### src/rtl/alu_serial_ctrl.sv
// alu_serial_ctrl: bit-serial sequencer around one shared alu_1bit slice.
// A WIDTH-bit op is accepted via start/busy/done and evaluated LSB first,
// one bit per cycle, with a carry register linking slice positions.
// Optional feature macro: OVF_DETECT_EN (adds signed-overflow output ovf).

// One-bit ALU slice: 00 AND, 01 OR, 10 XOR, 11 ADD (full adder).
module alu_1bit (
  input  logic       a,
  input  logic       b,
  input  logic       cin,
  input  logic [1:0] s,
  output logic       f,
  output logic       cout
);
  // Function select; cout is only meaningful for ADD.
  always_comb begin
    f    = 1'b0;
    cout = (a & b) | (cin & (a ^ b));
    case (s)
      2'b00: f = a & b;
      2'b01: f = a | b;
      2'b10: f = a ^ b;
      2'b11: f = a ^ b ^ cin;
      default: f = 1'b0;
    endcase
  end
endmodule

module alu_serial_ctrl #(
  parameter int WIDTH = 8,
  localparam int CNT_W = $clog2(WIDTH)
) (
  input  logic             clk,
  input  logic             rst,
  input  logic             start,
  input  logic [1:0]       op,
  input  logic [WIDTH-1:0] a,
  input  logic [WIDTH-1:0] b,
  output logic             busy,
  output logic             done,
  output logic [WIDTH-1:0] result,
`ifdef OVF_DETECT_EN
  output logic             ovf,
`endif
  output logic             cout
);
  typedef enum logic [1:0] {IDLE, RUN, DONE} state_t;

  state_t           state, state_nx;
  logic [WIDTH-1:0] sa, sb, res_sr;
  logic [1:0]       op_r;
  logic             carry, carry_nx;
  logic [CNT_W-1:0] cnt;
  logic             slice_f, slice_cout;
  logic             accept, last;

  assign busy     = (state == RUN);
  assign done     = (state == DONE);
  assign accept   = start & ~busy;
  assign last     = (cnt == CNT_W'(WIDTH - 1));
  // Logic ops never propagate a carry, which also forces cout to 0.
  assign carry_nx = (op_r == 2'b11) ? slice_cout : 1'b0;

  alu_1bit u_slice (
    .a    (sa[0]),
    .b    (sb[0]),
    .cin  (carry),
    .s    (op_r),
    .f    (slice_f),
    .cout (slice_cout)
  );

  // State register.
  always_ff @(posedge clk) begin
    if (rst) state <= IDLE;
    else     state <= state_nx;
  end

  // Next-state: DONE is not busy, so a start there chains straight into RUN.
  always_comb begin
    state_nx = state;
    case (state)
      IDLE:    if (start) state_nx = RUN;
      RUN:     if (last)  state_nx = DONE;
      DONE:    state_nx = start ? RUN : IDLE;
      default: state_nx = IDLE;
    endcase
  end

  // Operand latch, serial shift/carry datapath and result capture.
  always_ff @(posedge clk) begin
    if (rst) begin
      sa     <= '0;
      sb     <= '0;
      res_sr <= '0;
      op_r   <= 2'b00;
      carry  <= 1'b0;
      cnt    <= '0;
      result <= '0;
      cout   <= 1'b0;
`ifdef OVF_DETECT_EN
      ovf    <= 1'b0;
`endif
    end else if (accept) begin
      sa    <= a;
      sb    <= b;
      op_r  <= op;
      carry <= 1'b0;
      cnt   <= '0;
    end else if (state == RUN) begin
      sa     <= sa >> 1;
      sb     <= sb >> 1;
      res_sr <= {slice_f, res_sr[WIDTH-1:1]};
      carry  <= carry_nx;
      cnt    <= last ? cnt : cnt + CNT_W'(1);
      if (last) begin
        result <= {slice_f, res_sr[WIDTH-1:1]};
        cout   <= carry_nx;
`ifdef OVF_DETECT_EN
        // carry still holds the carry into the MSB during the last bit.
        ovf    <= (op_r == 2'b11) & (carry ^ slice_cout);
`endif
      end
    end
  end
endmodule

### config.mk
export PLATFORM = sky130hd
export DESIGN_NAME = alu_serial_ctrl
export DESIGN_NICKNAME = d
export VERILOG_FILES = /design/src/rtl/alu_serial_ctrl.sv
export SDC_FILE = /design/constraint.sdc
export NUM_CORES = 1
export LEC_CHECK = 0
export BUFFER_PORTS_ARGS = -buffer_cell sky130_fd_sc_hd__buf_2
export CAP_MARGIN = 20
export CORE_ASPECT_RATIO = 2
export CORE_UTILIZATION = 29
export CTS_BUF_LIST = sky130_fd_sc_hd__clkbuf_16
export CTS_CLUSTER_DIAMETER = 40
export CTS_CLUSTER_SIZE = 25
export DETAILED_ROUTE_END_ITERATION = 6
export PLACE_DENSITY = 0.5
export SETUP_SLACK_MARGIN = 0.3
export SLEW_MARGIN = 25
export SYNTH_ARGS = -nofsm -noshare
export SYNTH_HDL_FRONTEND = slang
export SYNTH_SLANG_ARGS = --single-unit
### constraint.sdc
create_clock -name clk -period 2 [get_ports clk]
set_clock_uncertainty 0.15 [all_clocks]
set_input_delay 0.2 -clock clk [delete_from_list [all_inputs] [get_ports clk]]
set_output_delay 0.2 -clock clk [all_outputs]
set_load 0.02 [all_outputs]
==> results of run 1 <==
-- kinds of logic (layout without fill, tap and decap cells) --
kind of cell | count (synthesis) | after routing
and+or+nand+nor | 66 | 66
buffers and inverters | 20 | 48
DFF | 40 | 40
adders and majority gates | 5 | 5
muxes | 17 | 17
AOI/OAI and AO/OA | 38 | 38
-- cells in the mapped netlist --
cell type and n:
buf_2 6, nand2_1 34, nand2b_1 1, buf_6 2
o21ai_1 1, clkinv_2 1, buf_4 1, nor3_1 3
a22oi_1 2, a21oi_1 21, mux4_2 1, dfxtp_1 40
ha_1 4, and2_1 1, mux2i_1 16, nor2b_1 1
nand3b_1 2, inv_1 4, nand4_1 2, nand3_1 2
nor2_1 20, fa_1 1, a211oi_1 14, clkbuf_1 6
-- power groups by stage --
| stage | Clock (mW) | Sequential (mW) | Combinational (mW) |
|---|---|---|---|
| after floorplan | 0 | 0.870 | 0.125 |
| after global routing | 0.988 | 0.863 | 0.188 |
| after global placement | 0 | 0.875 | 0.166 |
| after detailed placement | 0 | 0.876 | 0.169 |
| after CTS | 0.955 | 0.859 | 0.170 |
| final | 0.930 | 0.858 | 0.166 |
-- registers in the layout (all words and copies together) (netlist names) --
name,flops
sb,8
cnt,3
op_r,2
sa,8
result,8
state,2
cout,1
res_sr,7
carry,1
-- area by class of cell --
type | instances | area [um^2]
Clock buffer | 5 | 125
Clock inverter | 3 | 46.3
Fill cell | 596 | 3440
Inverter | 5 | 20.0
Multi-Input combinational cell | 126 | 761
Sequential cell | 40 | 805
Tap cell | 60 | 75.1
Timing Repair Buffer | 35 | 198
-- worst paths after layout --
path / to / slack, ns
min: op_r[0]$_SDFFE_PP0P_ / 0.02
max reg2reg: res_sr[7]$_SDFFE_PP0P_ / 0.33
min reg2reg: result[3]$_SDFFE_PP0P_ / 0.30
max: res_sr[7]$_SDFFE_PP0P_ / 0.33
-- timing repair --
item | 4_1_cts | 5_1_grt
pin swaps | 0 | 1
resized for setup | 2 | 2
setup buffers | 0 | 0
setup endpoints to repair | 2 | 2
-- critical path: cells and delay by family (launching register included) --
kind                       cells  cell delay (ns)
DFF                            1             0.33
adders and majority gates      1             0.45
and+or+nand+nor                1             0.09
muxes                          1             0.49
AOI/OAI and AO/OA              1             0.05
-- metal layers --
| layer | global-route usage, % | vias to the layer above |
|---|---|---|
| li1 | - | 688 |
| met1 | 12.4 | 609 |
| met2 | 22.4 | 21 |
| met3 | 3.44 | 7 |
| met4 | 7.86 | 0 |
| met5 | 0 | - |
==> run_results.csv, run 1 <==
group,metric,value,unit
critical_path,rr_worst_depth,4,
power,power.leakage,0.868,nW
routing,via_per_inst,4.84,
timing,setup_slack,0.331,ns
logic_synthesis,synth_fp_nets,212,
logic_synthesis,ys_ff_latch,40,
layout,mostFrequentLayoutCells,"dfxtp_1 (37), nand2_1 (34), buf_2 (31), nor2_1 (20), a21oi_1 (20)",
logic_synthesis,synth_top_area_share,48.2,%
routing,wl_met3,137,um
routing,firstDrtPassIters,4,
cts,clockBufferDepth,2,
place,place_hpwl,2300,um
cts,cts_made_buffers,5,
global_routing,grt_usage,12.4,%
logic_synthesis,netlist_top_cells_area,"dfxtp_1 (48%), mux2i_1 (9.6%), nand2_1 (7.7%)",
cts,hold_buffers,0,
logic_synthesis,ys_seq_area_share,48.2,%
routing,met1Wirelength,1380,um
timing,period_needed,1.67,ns
logic_synthesis,ys_types,24,
timing,finalSetupViolCount,0,
layout,final_cells,274,
die,boundaryPins,32,
logic_synthesis,synth_xor_area_share,0,%
place,numPlacedInstances,266,
routing,dr_wl_met2,1790,um
timing,finalHoldViolCount,0,
layout,final_common_cell,"dfxtp_1",
timing,whs,0.0223,ns
layout,fin_nets,239,
timing,fmax,599,MHz
job,max_cap_violations,0,
critical_path,cp.required,2.02,ns
layout,finalInstanceArea,2030,um^2
logic_synthesis,synthesis.area,1660,um^2
critical_path,crit_path_end_kind,"flip-flop",
routing,final_antenna_net_count,0,
die,die_x,55.5,um
global_routing,grt_pass1_vias,1330,
logic_synthesis,synthMuxAreaShare,11.0,%
power,p_seq_share,43.9,%
routing,first_iter_violations,18,
critical_path,cpPeakStageDelay,0.49,ns
die,core,5470,um^2
global_routing,grt_max_degree,42,
critical_path,crit_type,"reg -> reg",
cts,clock-sinks,40,
timing,slew_headroom,73.0,%
critical_path,setup.worst_path.start,"carry$_SDFFE_PP0P_",
timing,tns,0,ns
timing,rsz0062_at_grt,"yes",
timing,period_share,83.4,%
cts,worstSkewPairLatency,0.29,ns
power,clkPwrFrac,47.6,%
logic_synthesis,synth_cells,186,
layout,utilization,37.1,%
critical_path,r2r-start,"carry$_SDFFE_PP0P_",
power,switching_share,23.3,%
cts,cts-root-buf,"clkbuf_16",
power,p_total,1.95,mW
die,die_y,109,um
timing,slew_violations,0,
logic_synthesis,synth_compound_area_share,13.9,%
place,gp_congestion,0.713,
layout,areaGrowthSynthToFinish,22.2,%
min_path,hold_depth,3,
place,place_area,1850,um^2
logic_synthesis,synth_top_area_cell,"dfxtp_1",
layout,antenna_cells,0,
cts,h-tree-depth,2,
critical_path,slowest_stage,"mux4_2",
cts,clk_pin_slew,0.06,ns
logic_synthesis,yosys.area_share.simple,16.5,%
die,start_util,30.4,%
logic_synthesis,synth_top_family_by_area,"simple AND/OR/NAND/NOR gates",
die,die-area,6050,um^2
routing,drc,0,
place,io_buffers,31,
power,comb_power_share,8.5,%
routing,wl_per_cell,12.4,um
cts,cts_tree,"done",
logic_synthesis,yosysWarnings,0,
routing,vias,1325,
layout,drive_above_1_share,22.9,%
logic_synthesis,postSynthAreaPerCell,8.93,um^2
min_path,hp-class,"in -> reg",
critical_path,cp.arrival,1.69,ns
power,p_per_area,963,nW/um^2
critical_path,crit_chain,"fa_1 -> mux4_2 -> nand2_1 -> a21oi_2",
global_routing,antenna_found_initial,0,
global_routing,grt_pass1_wl,5800,um
place,dp_slack,0.283,ns
min_path,hp-start,"op[0]",
critical_path,cp_max_fo,2,
logic_synthesis,synthAdderAreaFrac,4.22,%
critical_path,critPathLaunchType,"flip-flop",
global_routing,overflow,0,
power,cellInternalPower,1.50,mW
power,irDropWorstVdd,689,uV
routing,top_layer,"met4",
routing,drt_wl_total,3390,um
status,outcome,"complete, no violations",
timing,worst_pin_slew,0.405,ns
power,p_sw,454,uW
die,fp-row-count,38,
No activity file was read; power rests on OpenSTA's default activity.
==> run 2, diff against run 1 <==
--- a/config.mk
+++ b/config.mk
@@ -5,6 +5,7 @@
 export SDC_FILE = /design/constraint.sdc
 export NUM_CORES = 1
 export LEC_CHECK = 0
+export ABC_AREA = 1
 export BUFFER_PORTS_ARGS = -buffer_cell sky130_fd_sc_hd__buf_2
 export CAP_MARGIN = 20
 export CORE_ASPECT_RATIO = 2
@@ -13,7 +14,7 @@
 export CTS_CLUSTER_DIAMETER = 40
 export CTS_CLUSTER_SIZE = 25
 export DETAILED_ROUTE_END_ITERATION = 6
-export PLACE_DENSITY = 0.5
+export PLACE_DENSITY = 0.52
 export SETUP_SLACK_MARGIN = 0.3
 export SLEW_MARGIN = 25
 export SYNTH_ARGS = -nofsm -noshare
==> constraint.sdc (replaced) <==
create_clock -name clk -period 1.34 [get_ports clk]
set_clock_uncertainty 0.15 [all_clocks]
set_input_delay 0.134 -clock clk [delete_from_list [all_inputs] [get_ports clk]]
set_output_delay 0.134 -clock clk [all_outputs]
set_load 0.02 [all_outputs]
==> run 2 against run 1 <==
The run now ends with negative setup slack left. Register-to-register slack got worse by 0.43 ns. Flip-flop and latch count unchanged. Utilization grew 18 points. Combinational power rose to 3.8 times the previous value. Critical path depth increased by 3. Clock-buffer cell count stayed put. Setup slack got worse by 0.43 ns. Worst hold slack got worse by 0.020 ns. First-iteration DRC count rose to 2.5 times the previous value. Largest cell class is now multi-input gates. Maximum frequency rose by 16%. Synthesized cell count rose by 28%. Area after synthesis increased by 4.2%.
==> run_results.csv, run 2 <==
group,metric,value,unit
logic_synthesis,synth_top_area_cell,"dfxtp_1",
timing,finalHoldViolCount,0,
power,clkPwrFrac,40.6,%
cts,h-tree-depth,2,
logic_synthesis,synth_edf_count,0,
min_path,hp-class,"in -> reg",
place,dp_slack,-0.141,ns
layout,drive_above_1_share,58.0,%
timing,slew_violations,0,
die,boundaryPins,32,
critical_path,crit_path_end_kind,"flip-flop",
place,place_hpwl,2920,um
critical_path,cp.required,1.37,ns
critical_path,cp.arrival,1.47,ns
logic_synthesis,synthFlopType,"dfxtp_1",
power,power.leakage,1.62,nW
power,switching_share,25.7,%
routing,drc,0,
critical_path,critPathLaunchType,"flip-flop",
routing,firstDrtPassIters,4,
status,outcome,"finished, violations left",
layout,final_common_cell,"nand2_1",
logic_synthesis,netlist_top_cells_area,"dfxtp_1 (46%), nand2_1 (17%), nor2_1 (6.5%)",
logic_synthesis,synth_cells,239,
layout,antenna_cells,0,
cts,clockBufferDepth,2,
critical_path,crit_type,"reg -> reg",
global_routing,grt_pass1_vias,1907,
cts,cts-root-buf,"clkbuf_16",
routing,via_per_inst,4.73,
logic_synthesis,ys_top_cells_by_count,"nand2_1 (77), dfxtp_1 (40), nor2_1 (30), inv_1 (24), nand3_1 (22)",
global_routing,overflow,0,
logic_synthesis,yosysMostFrequentCell,"nand2_1",
logic_synthesis,synth_top_area_share,46.3,%
die,die-area,6300,um^2
layout,areaGrowthSynthToFinish,82.6,%
logic_synthesis,ys_seq_area_share,46.3,%
logic_synthesis,synth_fp_nets,265,
layout,fillers,495,
global_routing,grt_max_degree,13,
logic_synthesis,synthesis.area,1730,um^2
power,p_sw,845,uW
timing,worst_pin_slew,0.316,ns
die,fp-row-count,39,
timing,setup_slack,-0.0971,ns
cts,clk_pin_slew,0.06,ns
die,core,5710,um^2
routing,final_antenna_net_count,0,
place,gp_congestion,0.738,
logic_synthesis,ys_ff_latch,40,
cts,cts_made_buffers,5,
job,max_cap_violations,0,
logic_synthesis,synthArstFlopShare,0,%
die,die_y,111,um
power,cellInternalPower,2.45,mW
power,comb_power_share,19.3,%
global_routing,grt_usage,17.4,%
place,io_buffers,31,
global_routing,antenna_found_initial,0,
cts,worstSkewPairLatency,0.28,ns
status,violations,"negative setup slack",
routing,first_iter_violations,45,
global_routing,grt_pass1_wl,8500,um
power,p_per_area,1040,nW/um^2
die,die_x,56.6,um
timing,period_needed,1.44,ns
cts,clock-sinks,40,
timing,whs,0.00216,ns
logic_synthesis,ys_types,20,
timing,period_share,107,%
timing,fmax,696,MHz
layout,mostFrequentLayoutCells,"nand2_1 (41), buf_6 (26), dfxtp_1 (25), inv_1 (23)",
die,start_util,30.3,%
cts,cts_tree,"done",
logic_synthesis,postSynthAreaPerCell,7.24,um^2
routing,drt_wl_total,5120,um
routing,wl_per_cell,13.5,um
timing,rsz0062_at_grt,"yes",
timing,finalSetupViolCount,16,
power,p_seq_share,40.0,%
timing,slew_headroom,78.9,%
layout,largestRegisters,"result: 8 flops, sa: 8 flops, sb: 8 flops",
power,irDropWorstVdd,932,uV
layout,fin_nets,344,
critical_path,cp_max_fo,4,
logic_synthesis,yosysWarnings,0,
routing,vias,1796,
run 2: cell count changes after synthesis, moves of 6 or more:
cell      previous run  this run
inv_1                4        24
nor2_1              20        30
mux2i_1             16         0
o21ai_0              0        14
a211oi_1            14         0
buf_2                6         0
nand2_1             34        77
a21oi_1             21         8
nand3_1              2        22
run 2: per-layer routing:
layer	up-vias	wire, um	track usage (%)	part of all wire (%)
met5	-	0	0	0
met4	0	144	8.29	2.8
met3	11	98	2.57	1.9
met2	30	3020	33.0	59
met1	856	1850	17.5	36
li1	899	-	-	-
run 2: power by group through the flow:
stage	registers, mW	logic, mW	clock network [mW]
6_report	1.32	0.636	1.34
5_1_grt	1.33	0.688	1.42
4_1_cts	1.31	0.561	1.37
3_5_place_dp	1.32	0.307	0
3_3_place_gp	1.32	0.304	0
2_1_floorplan	1.31	0.207	0
run 2: logic make-up (layout without fill, tap and decap cells):
logic type | after synthesis | after routing | synth area share [%]
AO/OA/AOI/OAI | 24 | 24 | 7.52
adder cells (fa/ha/maj) | 5 | 5 | 4.05
buffers and inverters | 35 | 114 | 9.26
flip-flops | 40 | 40 | 46.3
AND/OR/NAND/NOR | 135 | 136 | 32.9
run 2: layout make-up:
cell class	instances	area, um^2	area share (%)
inverters	28	120	3.80
repair inverters	1	8.76	0.277
multi-input cells	165	1190	37.6
clock buffers	5	125	3.96
repair buffers	77	778	24.6
well taps	61	76.3	2.42
flip-flops and latches	40	825	26.1
clock inverters	3	38.8	1.23
run 2: worst max-delay path, stage by stage, from the launching register on:
cell     delay (ns)
dfxtp_2        0.36
fa_2           0.44
nand3_2        0.08
nand2_2        0.05
nor2_2         0.09
nand3_1        0.07
nand2_1        0.06
inv_1          0.03
run 2: path summary, 6_finish.rpt:
kind                             to                    from  cells after the start  slack (ns)
max          result[7]$_SDFFE_PP0P_      sa[0]$_SDFFE_PP0P_                      7        -0.1
min              sb[4]$_SDFFE_PP0P_                    b[4]                      5       0.002
max reg2reg  result[7]$_SDFFE_PP0P_      sa[0]$_SDFFE_PP0P_                      7        -0.1
min reg2reg  result[1]$_SDFFE_PP0P_  result[1]$_SDFFE_PP0P_                      2        0.33
run 2: metrics by stage:
| step | std cells | instance area [um^2] | util, % | power [mW] | TNS, ns |
|---|---|---|---|---|---|
| final | 380 | 3160 | 55.3 | 3.29 | -0.690 |
| after CTS | 372 | 2950 | 51.6 | 3.24 | -0.452 |
| after global routing | 380 | 3160 | 55.3 | 3.44 | -2.31 |
| after detailed placement | 335 | 2040 | 35.7 | 1.63 | -0.412 |
| after global placement | 335 | 2040 | 35.7 | 1.63 | -0.325 |
| after floorplan | 239 | 1770 | - | 1.52 | -0.137 |
run 2: repair_timing:
item	CTS	global route
hold buffers	9	0
resized for setup	136	41
gates cloned	4	1
pin swaps	28	19
endpoints found under the setup margin	51	50
endpoints found under the hold margin	9	0
buffers inserted	16	7
==> run 3, diff against run 2 <==
--- a/config.mk
+++ b/config.mk
@@ -6,7 +6,6 @@
 export NUM_CORES = 1
 export LEC_CHECK = 0
 export ABC_AREA = 1
-export BUFFER_PORTS_ARGS = -buffer_cell sky130_fd_sc_hd__buf_2
 export CAP_MARGIN = 20
 export CORE_ASPECT_RATIO = 2
 export CORE_UTILIZATION = 29
@@ -14,7 +13,8 @@
 export CTS_CLUSTER_DIAMETER = 40
 export CTS_CLUSTER_SIZE = 25
 export DETAILED_ROUTE_END_ITERATION = 6
-export PLACE_DENSITY = 0.52
+export DONT_BUFFER_PORTS = 1
+export PLACE_DENSITY = 0.47
 export SETUP_SLACK_MARGIN = 0.3
 export SLEW_MARGIN = 25
 export SYNTH_ARGS = -nofsm -noshare
==> run 3 against run 2 <==
Critical endpoint unchanged. Register-to-register slack barely moved. Clock power fell by 16%. Die area did not move. Final area fell by 8.1%. Sequential power barely moved. Total power fell by 9.8%. Critical path depth did not move. The flow still finishes with violations (negative setup slack). Largest power group is now sequential cells.
==> run_results.csv, run 3 (synthesis results as in run 2) <==
group,metric,value,unit
timing,rsz0062_at_grt,"yes",
die,die_x,56.6,um
layout,final_common_cell,"nand2_1",
routing,via_per_inst,4.68,
power,p_per_area,1020,nW/um^2
cts,clockBufferDepth,2,
cts,cts-root-buf,"clkbuf_16",
place,io_buffers,0,
layout,drive_above_1_share,46.4,%
die,die_y,111,um
routing,wl_per_cell,13.3,um
die,start_util,30.3,%
timing,setup_slack,-0.107,ns
global_routing,grt_usage,15.8,%
cts,cts_made_buffers,5,
routing,wl_met3,126,um
critical_path,cp.required,1.37,ns
critical_path,critPathLaunchType,"flip-flop",
layout,fin_nets,321,
cts,cts_tree,"done",
die,boundaryPins,32,
layout,antenna_cells,0,
timing,slew_headroom,69.7,%
die,core,5710,um^2
timing,period_needed,1.45,ns
routing,drt_wl_total,4740,um
global_routing,overflow,0,
cts,clock-sinks,40,
cts,clk_pin_slew,0.06,ns
timing,slew_violations,0,
cts,h-tree-depth,2,
routing,final_antenna_net_count,0,
status,violations,"negative setup slack",
critical_path,r2r_slack,-0.11,ns
layout,mostFrequentLayoutCells,"nand2_1 (53), dfxtp_1 (27), inv_1 (22), dlygate4sd3_1 (19), buf_6 (18)",
power,p_total,2.97,mW
critical_path,cp.arrival,1.48,ns
power,irDropWorstVdd,788,uV
timing,worst_pin_slew,0.452,ns
global_routing,grt_pass1_vias,1684,
place,gp_congestion,0.711,
routing,vias,1665,
critical_path,cp_max_fo,2,
cts,worstSkewPairLatency,0.28,ns
min_path,hp-class,"in -> reg",
routing,top_layer,"met4",
timing,finalSetupViolCount,16,
timing,finalHoldViolCount,0,
layout,areaGrowthSynthToFinish,67.8,%
routing,first_iter_violations,38,
routing,drc,0,
critical_path,crit_path_end_kind,"flip-flop",
global_routing,grt_pass1_wl,7760,um
place,place_hpwl,2930,um
timing,fmax,691,MHz
die,fp-row-count,39,
job,max_cap_violations,0,
critical_path,crit_type,"reg -> reg",
power,power.leakage,1.48,nW
routing,dr_wl_met2,2780,um
routing,met1Wirelength,1740,um
global_routing,antenna_found_initial,0,
status,outcome,"finished, violations left",
die,die-area,6300,um^2
timing,period_share,108,%
global_routing,grt_max_degree,17,
layout,largestRegisters,"result: 8 flops, sa: 8 flops, sb: 8 flops",
timing,whs,0.0238,ns
routing,firstDrtPassIters,4,
==> run 3: cell types whose count changed in the layout (fill, tap and decap cells not counted), sizes merged <==
cell	before	now
buf	67	34
dlygate4sd3	9	19
bufinv	1	0
dlymetal6s4s	0	1
nand2	80	79
==> run 3: final timing paths <==
| kind | start | endpoint | cells past startpoint |
|---|---|---|---|
| max reg2reg | carry$_SDFFE_PP0P_ | result[7]$_SDFFE_PP0P_ | 7 |
| min reg2reg | sb[7]$_SDFFE_PP0P_ | sb[7]$_SDFFE_PP0P_ | 2 |
| max | carry$_SDFFE_PP0P_ | result[7]$_SDFFE_PP0P_ | 7 |
| min | rst | res_sr[5]$_SDFFE_PP0P_ | 3 |
==> run 3: final cells by class <==
cell class	count	area, um^2
fillers	562	2810
well taps	61	76.3
inverters	28	125
multi-input cells	164	1150
repair inverters	1	6.26
repair buffers	55	591
clock inverters	2	8.76
flip-flops and latches	40	822
clock buffers	5	125
==> run 3: what timing repair did <==
action / CTS / global route
endpoints found under the hold margin: 25 / 0
hold buffers: 20 / 0
cloned: 2 / 1
pin swaps: 16 / 17
gates resized for setup: 58 / 82
buffers inserted: 7 / 8
setup endpoints to repair: 44 / 49
==> run 3: per-stage QoR <==
step	setup slack (ns)	std cells	TNS (ns)	area (um^2)	utilization [%]
floorplan	-0.0693	239	-0.137	1770	-
global placement	-0.144	311	-0.307	1940	33.9
detailed placement	-0.142	311	-0.362	1940	33.9
CTS	-0.137	347	-0.385	2520	44.2
global route	-0.215	356	-2.54	2900	50.8
finish	-0.107	356	-0.582	2900	50.8
==> run 3: per-layer routing <==
| layer | vias up | global-route usage, % |
|---|---|---|
| met5 | - | 0 |
| met1 | 782 | 16.4 |
| met4 | 0 | 6.99 |
| met2 | 22 | 29.6 |
| met3 | 6 | 2.57 |
| li1 | 855 | - |
==> run 3: critical path, stage by stage, from the launching register on <==
cell and delay, ns:
dfxtp_2 0.33, fa_1 0.47, nand3_1 0.08, nand2_1 0.06, nor2_2 0.09, nand3_1 0.07
nand2_1 0.06, inv_1 0.03
==> run 3: report_power, final <==
part / total, mW / switching, mW / internal [mW]
registers: 1.32 / 0.0675 / 1.25
logic: 0.531 / 0.265 / 0.266
clock network: 1.12 / 0.453 / 0.669
